File: src/rtl/ycbcr2rgb_if.sv
// Stream bundle for ycbcr2rgb: three dctPort_t lanes in each direction plus the
// global-stall handshake (in_ready mirrors out_ready).
interface ycbcr2rgb_if #(
  parameter int DATA_WIDTH = 10
);
  typedef struct packed {
    logic [DATA_WIDTH-1:0] data;
    logic                  valid;
    logic                  sop;
    logic                  eop;
  } dctPort_t;

  dctPort_t in  [3];
  dctPort_t out [3];
  logic     in_ready;
  logic     out_ready;

  modport master (
    output in,
    input  in_ready,
    input  out,
    output out_ready
  );

  modport slave (
    input  in,
    output in_ready,
    output out,
    input  out_ready
  );
endinterface

File: src/rtl/ycbcr2rgb.sv
// Pipelined YCbCr-to-RGB converter (Q8 constants, round-half-up, clamp 0..255).
// Define YCBCR2RGB_PROTO_EN to build the sop/eop protocol checker driving proto_err.
module ycbcr2rgb #(
  parameter int DATA_WIDTH = 10
) (
  input  logic        clk,
  input  logic        rst_n,
  ycbcr2rgb_if.slave  bus,
  output logic        proto_err
);
  localparam int SW = DATA_WIDTH + 1;
  localparam int PW = DATA_WIDTH + 11;

  localparam logic signed [PW-1:0] K_R   = PW'(359);
  localparam logic signed [PW-1:0] K_GB  = PW'(88);
  localparam logic signed [PW-1:0] K_GR  = PW'(183);
  localparam logic signed [PW-1:0] K_B   = PW'(454);
  localparam logic signed [PW-1:0] HALF  = PW'(128);
  localparam logic signed [PW-1:0] ZERO  = '0;
  localparam logic signed [PW-1:0] MAX8  = PW'(255);

  logic en, accept, sop_in, eop_in;

  logic        [7:0]    y_p0, cr_p0, cb_p0;
  logic        [7:0]    y_p1;
  logic signed [SW-1:0] cb_p1, cr_p1;
  logic signed [PW-1:0] ys_p2, pr_p2, pgb_p2, pgr_p2, pb_p2;
  logic signed [PW-1:0] r_p3, g_p3, b_p3;
  logic vld_p0, vld_p1, vld_p2, vld_p3;
  logic sop_p0, sop_p1, sop_p2, sop_p3;
  logic eop_p0, eop_p1, eop_p2, eop_p3;

  function automatic logic signed [PW-1:0] round_q8(input logic signed [PW-1:0] v);
    logic signed [PW-1:0] t;
    t = v + HALF;
    return t >>> 8;
  endfunction

  function automatic logic [DATA_WIDTH-1:0] sat_u8(input logic signed [PW-1:0] v);
    if (v < ZERO)      return '0;
    else if (v > MAX8) return DATA_WIDTH'(8'hFF);
    else               return DATA_WIDTH'(v[7:0]);
  endfunction

  assign en           = bus.out_ready;
  assign bus.in_ready = bus.out_ready;
  assign accept = bus.in[0].valid & bus.in[1].valid & bus.in[2].valid & bus.in_ready;
  assign sop_in = bus.in[0].sop | bus.in[1].sop | bus.in[2].sop;
  assign eop_in = bus.in[0].eop | bus.in[1].eop | bus.in[2].eop;

  always_ff @(posedge clk) begin
    if (en) begin
      // p0: capture raw samples
      y_p0  <= bus.in[0].data[7:0];
      cr_p0 <= bus.in[1].data[7:0];
      cb_p0 <= bus.in[2].data[7:0];
      // p1: remove chroma offset
      y_p1  <= y_p0;
      cb_p1 <= SW'(cb_p0) - SW'(128);
      cr_p1 <= SW'(cr_p0) - SW'(128);
      // p2: Q8 products
      ys_p2  <= PW'(y_p1) << 8;
      pr_p2  <= PW'(cr_p1) * K_R;
      pgb_p2 <= PW'(cb_p1) * K_GB;
      pgr_p2 <= PW'(cr_p1) * K_GR;
      pb_p2  <= PW'(cb_p1) * K_B;
      // p3: sums, rounded back to integer
      r_p3 <= round_q8(ys_p2 + pr_p2);
      g_p3 <= round_q8(ys_p2 - pgb_p2 - pgr_p2);
      b_p3 <= round_q8(ys_p2 + pb_p2);
    end
  end

  always_ff @(posedge clk or negedge rst_n) begin
    if (!rst_n) begin
      {vld_p0, vld_p1, vld_p2, vld_p3} <= '0;
      {sop_p0, sop_p1, sop_p2, sop_p3} <= '0;
      {eop_p0, eop_p1, eop_p2, eop_p3} <= '0;
    end else if (en) begin
      vld_p0 <= accept;
      sop_p0 <= accept & sop_in;
      eop_p0 <= accept & eop_in;
      vld_p1 <= vld_p0;  sop_p1 <= sop_p0;  eop_p1 <= eop_p0;
      vld_p2 <= vld_p1;  sop_p2 <= sop_p1;  eop_p2 <= eop_p1;
      vld_p3 <= vld_p2;  sop_p3 <= sop_p2;  eop_p3 <= eop_p2;
    end
  end

  // p4: clamp and present; lane 2 = R, lane 1 = G, lane 0 = B
  always_ff @(posedge clk or negedge rst_n) begin
    if (!rst_n) begin
      for (int i = 0; i < 3; i++) bus.out[i] <= '0;
    end else if (en) begin
      for (int i = 0; i < 3; i++) begin
        bus.out[i].valid <= vld_p3;
        bus.out[i].sop   <= sop_p3;
        bus.out[i].eop   <= eop_p3;
      end
      bus.out[2].data <= sat_u8(r_p3);
      bus.out[1].data <= sat_u8(g_p3);
      bus.out[0].data <= sat_u8(b_p3);
    end
  end

`ifdef YCBCR2RGB_PROTO_EN
  typedef enum logic {S_IDLE, S_ACTIVE} state_t;
  state_t state, state_nxt;
  logic   err_nxt;

  always_ff @(posedge clk or negedge rst_n) begin
    if (!rst_n) begin
      state     <= S_IDLE;
      proto_err <= 1'b0;
    end else begin
      state     <= state_nxt;
      proto_err <= err_nxt;
    end
  end

  // A sop inside a frame flags an error but restarts the frame.
  always_comb begin
    state_nxt = state;
    err_nxt   = proto_err;
    if (accept) begin
      case (state)
        S_IDLE: begin
          if (!sop_in)      err_nxt   = 1'b1;
          else if (!eop_in) state_nxt = S_ACTIVE;
        end
        S_ACTIVE: begin
          if (sop_in) err_nxt   = 1'b1;
          if (eop_in) state_nxt = S_IDLE;
        end
        default: state_nxt = S_IDLE;
      endcase
    end
  end

  logic unused_bits;
  assign unused_bits = ^{bus.in[0].data[DATA_WIDTH-1:8], bus.in[1].data[DATA_WIDTH-1:8],
                         bus.in[2].data[DATA_WIDTH-1:8]};
`else
  assign proto_err = 1'b0;

  logic unused_bits;
  assign unused_bits = ^{bus.in[0].data[DATA_WIDTH-1:8], bus.in[1].data[DATA_WIDTH-1:8],
                         bus.in[2].data[DATA_WIDTH-1:8], sop_in, eop_in};
`endif
endmodule

File: src/flat_wrapper.sv
// flat-port wrapper written by rule: the top's interface ports become plain ports
module ycbcr2rgb_flat 
#(
  parameter int DATA_WIDTH = 10
)
  (clk, rst_n, proto_err, bus_in, bus_in_ready, bus_out, bus_out_ready);
  ycbcr2rgb_if #(.DATA_WIDTH(DATA_WIDTH)) bus_i ();
  input  logic clk;
  input  logic rst_n;
  output logic proto_err;
  input wire logic [$bits(bus_i.in)-1:0] bus_in;
  output wire logic [$bits(bus_i.in_ready)-1:0] bus_in_ready;
  output wire logic [$bits(bus_i.out)-1:0] bus_out;
  input wire logic [$bits(bus_i.out_ready)-1:0] bus_out_ready;
  assign bus_i.in = {>>{bus_in}};
  assign bus_in_ready = bus_i.in_ready;
  assign bus_out = {>>{bus_i.out}};
  assign bus_i.out_ready = bus_out_ready;
  ycbcr2rgb #(.DATA_WIDTH(DATA_WIDTH)) u_core (.clk(clk), .rst_n(rst_n), .bus(bus_i), .proto_err(proto_err));
endmodule
File: config.mk
export PLATFORM = sky130hd
export DESIGN_NAME = ycbcr2rgb_flat
export DESIGN_NICKNAME = d
export VERILOG_FILES = /design/src/rtl/ycbcr2rgb_if.sv /design/src/rtl/ycbcr2rgb.sv /design/src/flat_wrapper.sv
export SDC_FILE = /design/constraint.sdc
export NUM_CORES = 1
export LEC_CHECK = 0
export CAP_MARGIN = 10
export CELL_PAD_IN_SITES_DETAIL_PLACEMENT = 0
export CELL_PAD_IN_SITES_GLOBAL_PLACEMENT = 1
export CORE_MARGIN = 2
export CORE_UTILIZATION = 30
export CTS_BUF_LIST = sky130_fd_sc_hd__clkbuf_2 sky130_fd_sc_hd__clkbuf_4 sky130_fd_sc_hd__clkbuf_8
export CTS_CLUSTER_SIZE = 20
export DETAILED_ROUTE_END_ITERATION = 7
export GPL_TIMING_DRIVEN = 0
export PLACE_DENSITY = 0.55
export SKIP_CTS_REPAIR_TIMING = 1
export SLEW_MARGIN = 15
export SYNTH_ARGS = -nofsm -noshare
export SYNTH_HDL_FRONTEND = slang
export SYNTH_SLANG_ARGS = --single-unit
File: constraint.sdc
create_clock -name clk -period 12.8 [get_ports clk]
set_input_delay 1.92 -clock clk [delete_from_list [all_inputs] [get_ports clk]]
set_output_delay 1.92 -clock clk [all_outputs]
set_load 0.01 [all_outputs]
==> key figures, run 1 <==
Cells and area
  • Ratio of cells with drive above 1 in the final layout: under 10%
  • Fillers: 4383
  • Storage element area: between 5000 and 6000 sq um
  • Layout Cells excl Fill: approximately 1.8k
  • Final net count: between 1k and 1.5k
  • Multi-input gate area: ~6600 sq um
  • Synthesis-to-finish area growth: 14.31%

Yosys
  • Mapped Cells: between 1k and 1.5k
  • Yosys warns: 0
  • Post-synthesis sequential area ratio: between 40 and 50%
  • Mapped Avg Cell Area: 11.73 sq um
  • Post-Syn Area: between 10000 and 15000 sq um
  • Ys flop type: edfxtp_1
  • Post-synth EDFFs: 151
  • Cell variety after synth: 60
  • Synth async-reset ratio: 20.53%
  • Yosys reg bits: 190

Critical path
  • R2R depth: 14
  • Crit-path max FO: 13
  • Critical path origin: u_core.cr_p1[7]$_DFFE_PP_
  • Critical Path Sink: u_core.pr_p2[19]$_DFFE_PP_
  • Arrival time worst endpoint: roughly 5.7 ns
  • Critical path data required time: roughly 13 ns
  • Setup CP Type: reg2reg
  • Nature of the critical path endpoint: register
  • Crit Reg-Reg Startpoint: u_core.cr_p1[7]$_DFFE_PP_
  • CP Launch Type: register
  • Reg2reg end: u_core.pr_p2[19]$_DFFE_PP_
  • Setup slack, reg-to-reg: ~7.4 ns

Global route
  • Initial antenna violation count: 1
  • Pin count of the biggest net entering global routing: 86
  • Vias in the first global route: 7623
  • Gr usage total: a little under an eighth
  • Global route total overflow: 0
  • First-pass GRT wire length: ~41000 um

Clocking
  • TritonCTS clock tree: yes
  • Clock latency at the later pin of the worst-skew pair: ~0.51 ns
  • Cts bufs inserted: 17
  • Clock root buffer: clkbuf_8
  • Reg clk slew, reported paths: between 0.1 and 0.15 ns
  • Clock Sinks: 190
  • Clk buf depth: 2
  • Number of H-tree levels: 4

Run
  • Max cap viols: 0

Route
  • Final wirelength: around 25000 um
  • Antenna-violating nets left: 0
  • First-pass iteration count of the detailed router: 4
  • DR DRC count: 0
  • Via count: around 7.6k
  • Mean routed wirelength per cell: 13.70 um
  • Via density: 4.234
  • Initial DRC count: between 300 and 400

Timing
  • Worst Slack Setup Final: about 7.4 ns
  • Final setup violation count: 0
  • Tcrit/Tclk final: about 42%
  • Slew margin rel.: 56.27%
  • Fin Hold WS: about 0.43 ns
  • Setup TNS Final: 0 ns
  • Peak Freq: between 150 and 200 MHz
  • Slew Limit Fails: 0
  • RSZ-0062 raised after global routing: false
  • Clock skew: roughly 0.017 ns
  • Worst Tran Pin Value: 0.6560 ns
  • Fin crit period: 5.405 ns
  • Final hold viol count: 0

Die
  • Full die area: between 40000 and 50000 sq um
  • Die span in x: 212.4 um
  • Die Y: 212.4 um
  • Initial Utilization: 30.30%
  • # rows: 76
  • Core Box Area: 42980 sq um
  • I/O pin count: 83

Placement
  • GP Congestion: 0.7631
  • Dpl hpwl: roughly 19000 um
  • Port Buffers: slightly below 70
  • Place WS: 7.336 ns
  • Placed instance count: 1772

Power
  • Leakage: around 6.6 nW
  • Highest ir drop seen on vdd: around 73 uV
  • Pwr Density: between 150 and 200 nW/um^2

Worst hold path
  • Hold WC Path Type: reg2reg

Status
  • Run status: finished clean
==> registers in the layout (all words and copies together) (netlist names), 12 cells and up <==
register	count
u_core.pgb_p2	14
u_core.pgr_p2	18
u_core.pb_p2	12
u_core.b_p3	13
u_core.bus.out	27
u_core.pr_p2	12
u_core.r_p3	13
u_core.g_p3	13
==> critical path: stages (launching register included) <==
cell      delay [ns]
edfxtp_1        0.78
buf_2           0.39
inv_1           0.17
ha_1            0.56
ha_1            0.25
fa_1            0.45
fa_1            0.57
fa_1            0.43
ha_1            0.33
nand2_1         0.06
o21ai_0         0.35
o21ai_0         0.22
a31oi_1         0.30
a21oi_1         0.14
xnor2_1         0.13
==> power breakdown <==
part / internal [mW] / switching, mW / leakage [nW]
combinational: 0.718 / 0.842 / 4.50
sequential: 0.938 / 0.0688 / 1.96
clock: 0.161 / 0.226 / 0.178
==> per-stage QoR <==
step / utilization, % / instance area, sq um / power, mW
after floorplan: - / 13050 / 2.178
after global placement: 33.67 / 14470 / 2.591
after detailed placement: 33.78 / 14520 / 2.597
after CTS: 34.63 / 14880 / 3.006
after global routing: 34.64 / 14890 / 3.246
final: 34.64 / 14890 / 2.954
==> kinds of logic after synthesis <==
group	Yosys count	share of synthesized area [%]
buffers and inverters	229	7.041
and+or+nand+nor	176	6.321
adders and majority gates	248	27.80
AOI/OAI and AO/OA	143	7.522
xor gates and xnor gates	85	5.716
DFF	190	42.31
other	1	0.02879
muxes	38	3.266
==> cells in the mapped netlist, types with 10 or more instances <==
cell type / instances / area, sq um
buf_4: 14 / 105.1
nand3_1: 10 / 50.05
dfrtp_1: 39 / 975.9
mux2_2: 36 / 405.4
a21oi_1: 40 / 200.2
nand2_1: 20 / 75.07
edfxtp_1: 151 / 4534
nor2_1: 88 / 330.3
inv_1: 200 / 750.7
fa_1: 69 / 1381
xnor2_1: 67 / 586.8
ha_1: 179 / 2240
nor2b_1: 12 / 75.07
o21ai_0: 29 / 145.1
a21o_1: 18 / 135.1
xor2_1: 18 / 157.7
==> layer usage <==
| metal | track usage, % | vias up | routed length [um] |
|---|---|---|---|
| li1 | - | 3930 | - |
| met1 | 15.94 | 3597 | 12300 |
| met2 | 18.59 | 95 | 11180 |
| met3 | 2.511 | 24 | 740 |
| met4 | 4.148 | 0 | 520 |
| met5 | 0 | - | 0 |
==> worst min path at each step <==
stage / depth (start not counted) / endpoint / slack [ns] / start
6_report: 0 / u_core.cb_p1[2]$_DFFE_PP_ / 0.43 / u_core.cb_p0[2]$_DFFE_PP_
5_1_grt: 0 / u_core.y_p1[2]$_DFFE_PP_ / 0.43 / u_core.y_p0[2]$_DFFE_PP_
4_1_cts: 0 / u_core.y_p1[4]$_DFFE_PP_ / 0.43 / u_core.y_p0[4]$_DFFE_PP_
3_5_place_dp: 0 / u_core.cr_p1[4]$_DFFE_PP_ / 0.40 / u_core.cr_p0[4]$_DFFE_PP_
3_3_place_gp: 0 / u_core.y_p1[5]$_DFFE_PP_ / 0.40 / u_core.y_p0[5]$_DFFE_PP_
2_1_floorplan: 0 / u_core.cb_p1[0]$_DFFE_PP_ / 0.40 / u_core.cb_p0[0]$_DFFE_PP_
==> cell usage in the layout, fill, tap and decap left out, types with 17 or more instances in the layout <==
master	synthesis	final
inv_1	200	200
ha_1	179	179
edfxtp_1	151	151
nor2_1	88	88
fa_1	69	69
xnor2_1	67	67
clkdlybuf4s50_1	0	67
a21oi_1	40	40
dfrtp_1	39	39
mux2_2	36	36
o21ai_0	29	29
nand2_1	20	20
a21o_1	18	18
xor2_1	18	18
clkbuf_8	0	17
==> layout make-up <==
class	count	area share, %
antenna	2	0.03361
buffer	29	1.118
clock buffer	20	1.723
clock inverter	12	0.7395
inverter	200	5.042
multi-input combinational	697	44.46
sequential	190	37.01
tap	585	4.916
timing repair buffer	71	4.958
Note: power is estimated with default switching activity, not from simulation.
==> run 2, diff against run 1 <==
- PLACE_DENSITY: 0.55 -> 0.57
- clock period: 12.8 -> 4.55 ns (I/O delays scaled with it)
==> run 2 against run 1 <==
  * Core utilization grew 1.2 points
  * Fmax grew 19%
  * Flip-flop and latch count is the same
  * Sequential power grew to 2.8 times the previous value
  * Global-route usage shrank 0.098 points
  * Cell area grew 3.4%
  * Via count grew 2.2%
  * Cell count grew 2.3%
  * Routed wire length shrank 0.30%
  * Non-clock buffer count grew 44
  * Hold slack lost 0.017 ns
  * Clock skew grew 0.011 ns
  * Largest power group unchanged
==> key figures, run 2 (synthesized netlist as in run 1, its figures left out) <==
Run
  • Max cap viols: 0 (unchanged)

Timing
  • Tcrit/Tclk final: 99.45% (was 42.23%)
  • Peak Freq: 221.0 MHz (was 185.0 MHz)
  • Final setup violation count: 0 (unchanged)
  • RSZ-0062 raised after global routing: true (was false)
  • Worst Tran Pin Value: 0.6663 ns (was 0.6560 ns)
  • Clock skew: 0.02734 ns (was 0.01669 ns)
  • Fin crit period: 4.525 ns (was 5.405 ns)
  • Final hold viol count: 0 (unchanged)
  • Slew Limit Fails: 0 (unchanged)
  • Slew margin rel.: 55.58% (was 56.27%)

Critical path
  • CP Launch Type: register (unchanged)
  • Setup CP Type: reg2reg (unchanged)
  • Arrival time worst endpoint: 4.79 ns (was 5.66 ns)
  • Nature of the critical path endpoint: register (unchanged)
  • R2R depth: 17 (was 14)
  • Crit-path max FO: 8 (was 13)
  • Critical path data required time: 4.82 ns (was 13.06 ns)

Clocking
  • Clock latency at the later pin of the worst-skew pair: 0.53 ns (was 0.51 ns)
  • Clock Sinks: 190 (unchanged)
  • Number of H-tree levels: 4 (unchanged)
  • Clk buf depth: 2 (unchanged)
  • TritonCTS clock tree: yes (unchanged)
  • Reg clk slew, reported paths: 0.13 ns (was 0.11 ns)
  • Cts bufs inserted: 17 (unchanged)
  • Clock root buffer: clkbuf_8 (unchanged)

Cells and area
  • Top Registers: u_core.bus.out: 27 flops, u_core.pgr_p2: 18 flops, u_core.pgb_p2: 14 flops (unchanged)
  • Storage element area: 5510 sq um (unchanged)
  • Max reg flops: 27 (unchanged)
  • Final net count: 1540 (was 1496)
  • Fillers: 4358 (was 4383)
  • Antenna cells: 0 (was 2)
  • Most frequent cells in the layout: inv_1, ha_1, edfxtp_1, nor2_1, fa_1 (unchanged)
  • Most common cell after layout, fill and taps aside: inv_1 (unchanged)
  • Multi-input gate area: 6748 sq um (was 6620 sq um)
  • Final core occ: 35.83% (was 34.64%)
  • Synthesis-to-finish area growth: 18.24% (was 14.31%)
  • Ratio of cells with drive above 1 in the final layout: 13.38% (was 7.957%)
  • Design area: 15400 sq um (was 14890 sq um)
  • Biggest register: u_core.bus.out (unchanged)

Global route
  • Grt peak-use layer: met2 (unchanged)
  • Initial antenna violation count: 0 (was 1)
  • First-pass GRT wire length: 40530 um (was 40550 um)
  • Grt met2 use: 18.59% (unchanged)
  • M3 GR Usage: 2.216% (was 2.511%)
  • Met1 Use GR: 15.44% (was 15.94%)
  • Pin count of the biggest net entering global routing: 86 (unchanged)
  • Global route total overflow: 0 (unchanged)
  • Vias in the first global route: 7710 (was 7623)
  • Gr usage total: 11.67% (was 11.77%)

Power
  • Final Power: 8.543 mW (was 2.954 mW)
  • Leakage: 6.892 nW (was 6.639 nW)
  • Pwr Density: 554.7 nW/um^2 (was 198.4 nW/um^2)
  • Highest ir drop seen on vdd: 219.2 uV (was 73.34 uV)

Die
  • Core Box Area: 42980 sq um (unchanged)
  • I/O pin count: 83 (unchanged)
  • Die span in x: 212.4 um (unchanged)
  • Full die area: 45100 sq um (unchanged)
  • # rows: 76 (unchanged)
  • Die Y: 212.4 um (unchanged)
  • Initial Utilization: 30.30% (unchanged)

Route
  • First-pass iteration count of the detailed router: 4 (unchanged)
  • Final wirelength: 24670 um (was 24740 um)
  • Via count: 7818 (was 7646)
  • DR DRC count: 0 (unchanged)
  • Initial DRC count: 445 (was 346)
  • Mean routed wirelength per cell: 13.35 um (was 13.70 um)
  • Via density: 4.231 (was 4.234)
  • Antenna-violating nets left: 0 (unchanged)

Placement
  • GP Congestion: 0.7832 (was 0.7631)
  • Port Buffers: 69 (unchanged)
  • Dpl hpwl: 19070 um (was 19400 um)
  • Dpl cell area: 14520 sq um (about the same)

Worst hold path
  • Hold WC Path Type: reg2reg (unchanged)
  • Hold depth: 0 (unchanged)

Status
  • Run status: finished clean (unchanged)
run 2: cell count changes in the layout (fill, tap and decap cells not counted), moves of 3 or more:
cell / previous run / this run
inv_1: 200 / 194
o21ai_0: 29 / 26
buf_4: 14 / 57
ha_1: 179 / 176
inv_2: 0 / 5
a21oi_1: 40 / 34
a21oi_2: 0 / 5
run 2: routing by layer:
layer	vias to the layer above	part of all wire, %
met5	-	0
li1	4020	-
met4	0	2.4
met3	26	3.6
met2	101	46
met1	3671	48
run 2: path summary, 6_finish.rpt:
kind	from	end	slack [ns]
worst min-delay path	u_core.cr_p0[6]$_DFFE_PP_	u_core.cr_p1[6]$_DFFE_PP_	0.41
worst max-delay path	u_core.cr_p1[5]$_DFFE_PP_	u_core.pgr_p2[16]$_DFFE_PP_	0.03
min in group asynchronous	rst_n	u_core.bus.out[4]$_DFFE_PN0P_	0.57
worst max register to register	u_core.cr_p1[5]$_DFFE_PP_	u_core.pgr_p2[16]$_DFFE_PP_	0.03
max in group asynchronous	rst_n	u_core.bus.out[33]$_DFFE_PN0P_	3.54
worst min register to register	u_core.cr_p0[6]$_DFFE_PP_	u_core.cr_p1[6]$_DFFE_PP_	0.41
run 2: power by group:
| part | leakage [nW] | total (mW) | switching (mW) | internal, mW |
|---|---|---|---|---|
| Combinational | 4.73 | 4.58 | 2.46 | 2.12 |
| Clock | 0.200 | 1.14 | 0.677 | 0.467 |
| Sequential | 1.96 | 2.82 | 0.178 | 2.64 |
run 2: layout make-up:
cell class,instances,area share [%]
clock buffer,18,1.609
clock inverter,14,0.9749
inverter,200,4.899
sequential,190,35.78
tap,585,4.753
buffer,28,1.146
multi-input combinational,697,43.81
timing repair buffer,116,7.027
run 2: stage by stage:
| step | hold slack (ns) | setup slack (ns) | setup TNS [ns] | cells |
|---|---|---|---|---|
| floorplan | 0.3869 | 0.09829 | 0 | 1116 |
| global placement | 0.4006 | -3.397 | -457.13 | 1770 |
| detailed placement | 0.4052 | -0.6149 | -7.102 | 1772 |
| CTS | -0.03608 | -0.6789 | -8.492 | 1804 |
| global route | 0.4131 | -0.1720 | -0.3241 | 1848 |
| finish | 0.4090 | 0.02515 | 0 | 1848 |
run 2: worst max-delay path: stages (launching register included):
cell and delay (ns):
edfxtp_1 0.57, buf_6 0.19, fa_1 0.53, inv_2 0.05
fa_1 0.50, inv_1 0.04, ha_1 0.26, inv_1 0.04
fa_1 0.49, inv_2 0.05, ha_4 0.24, a21o_1 0.19
a21oi_2 0.15, nand2b_4 0.16, a21oi_4 0.06, o41a_1 0.44
a41oi_2 0.21, xnor2_1 0.09
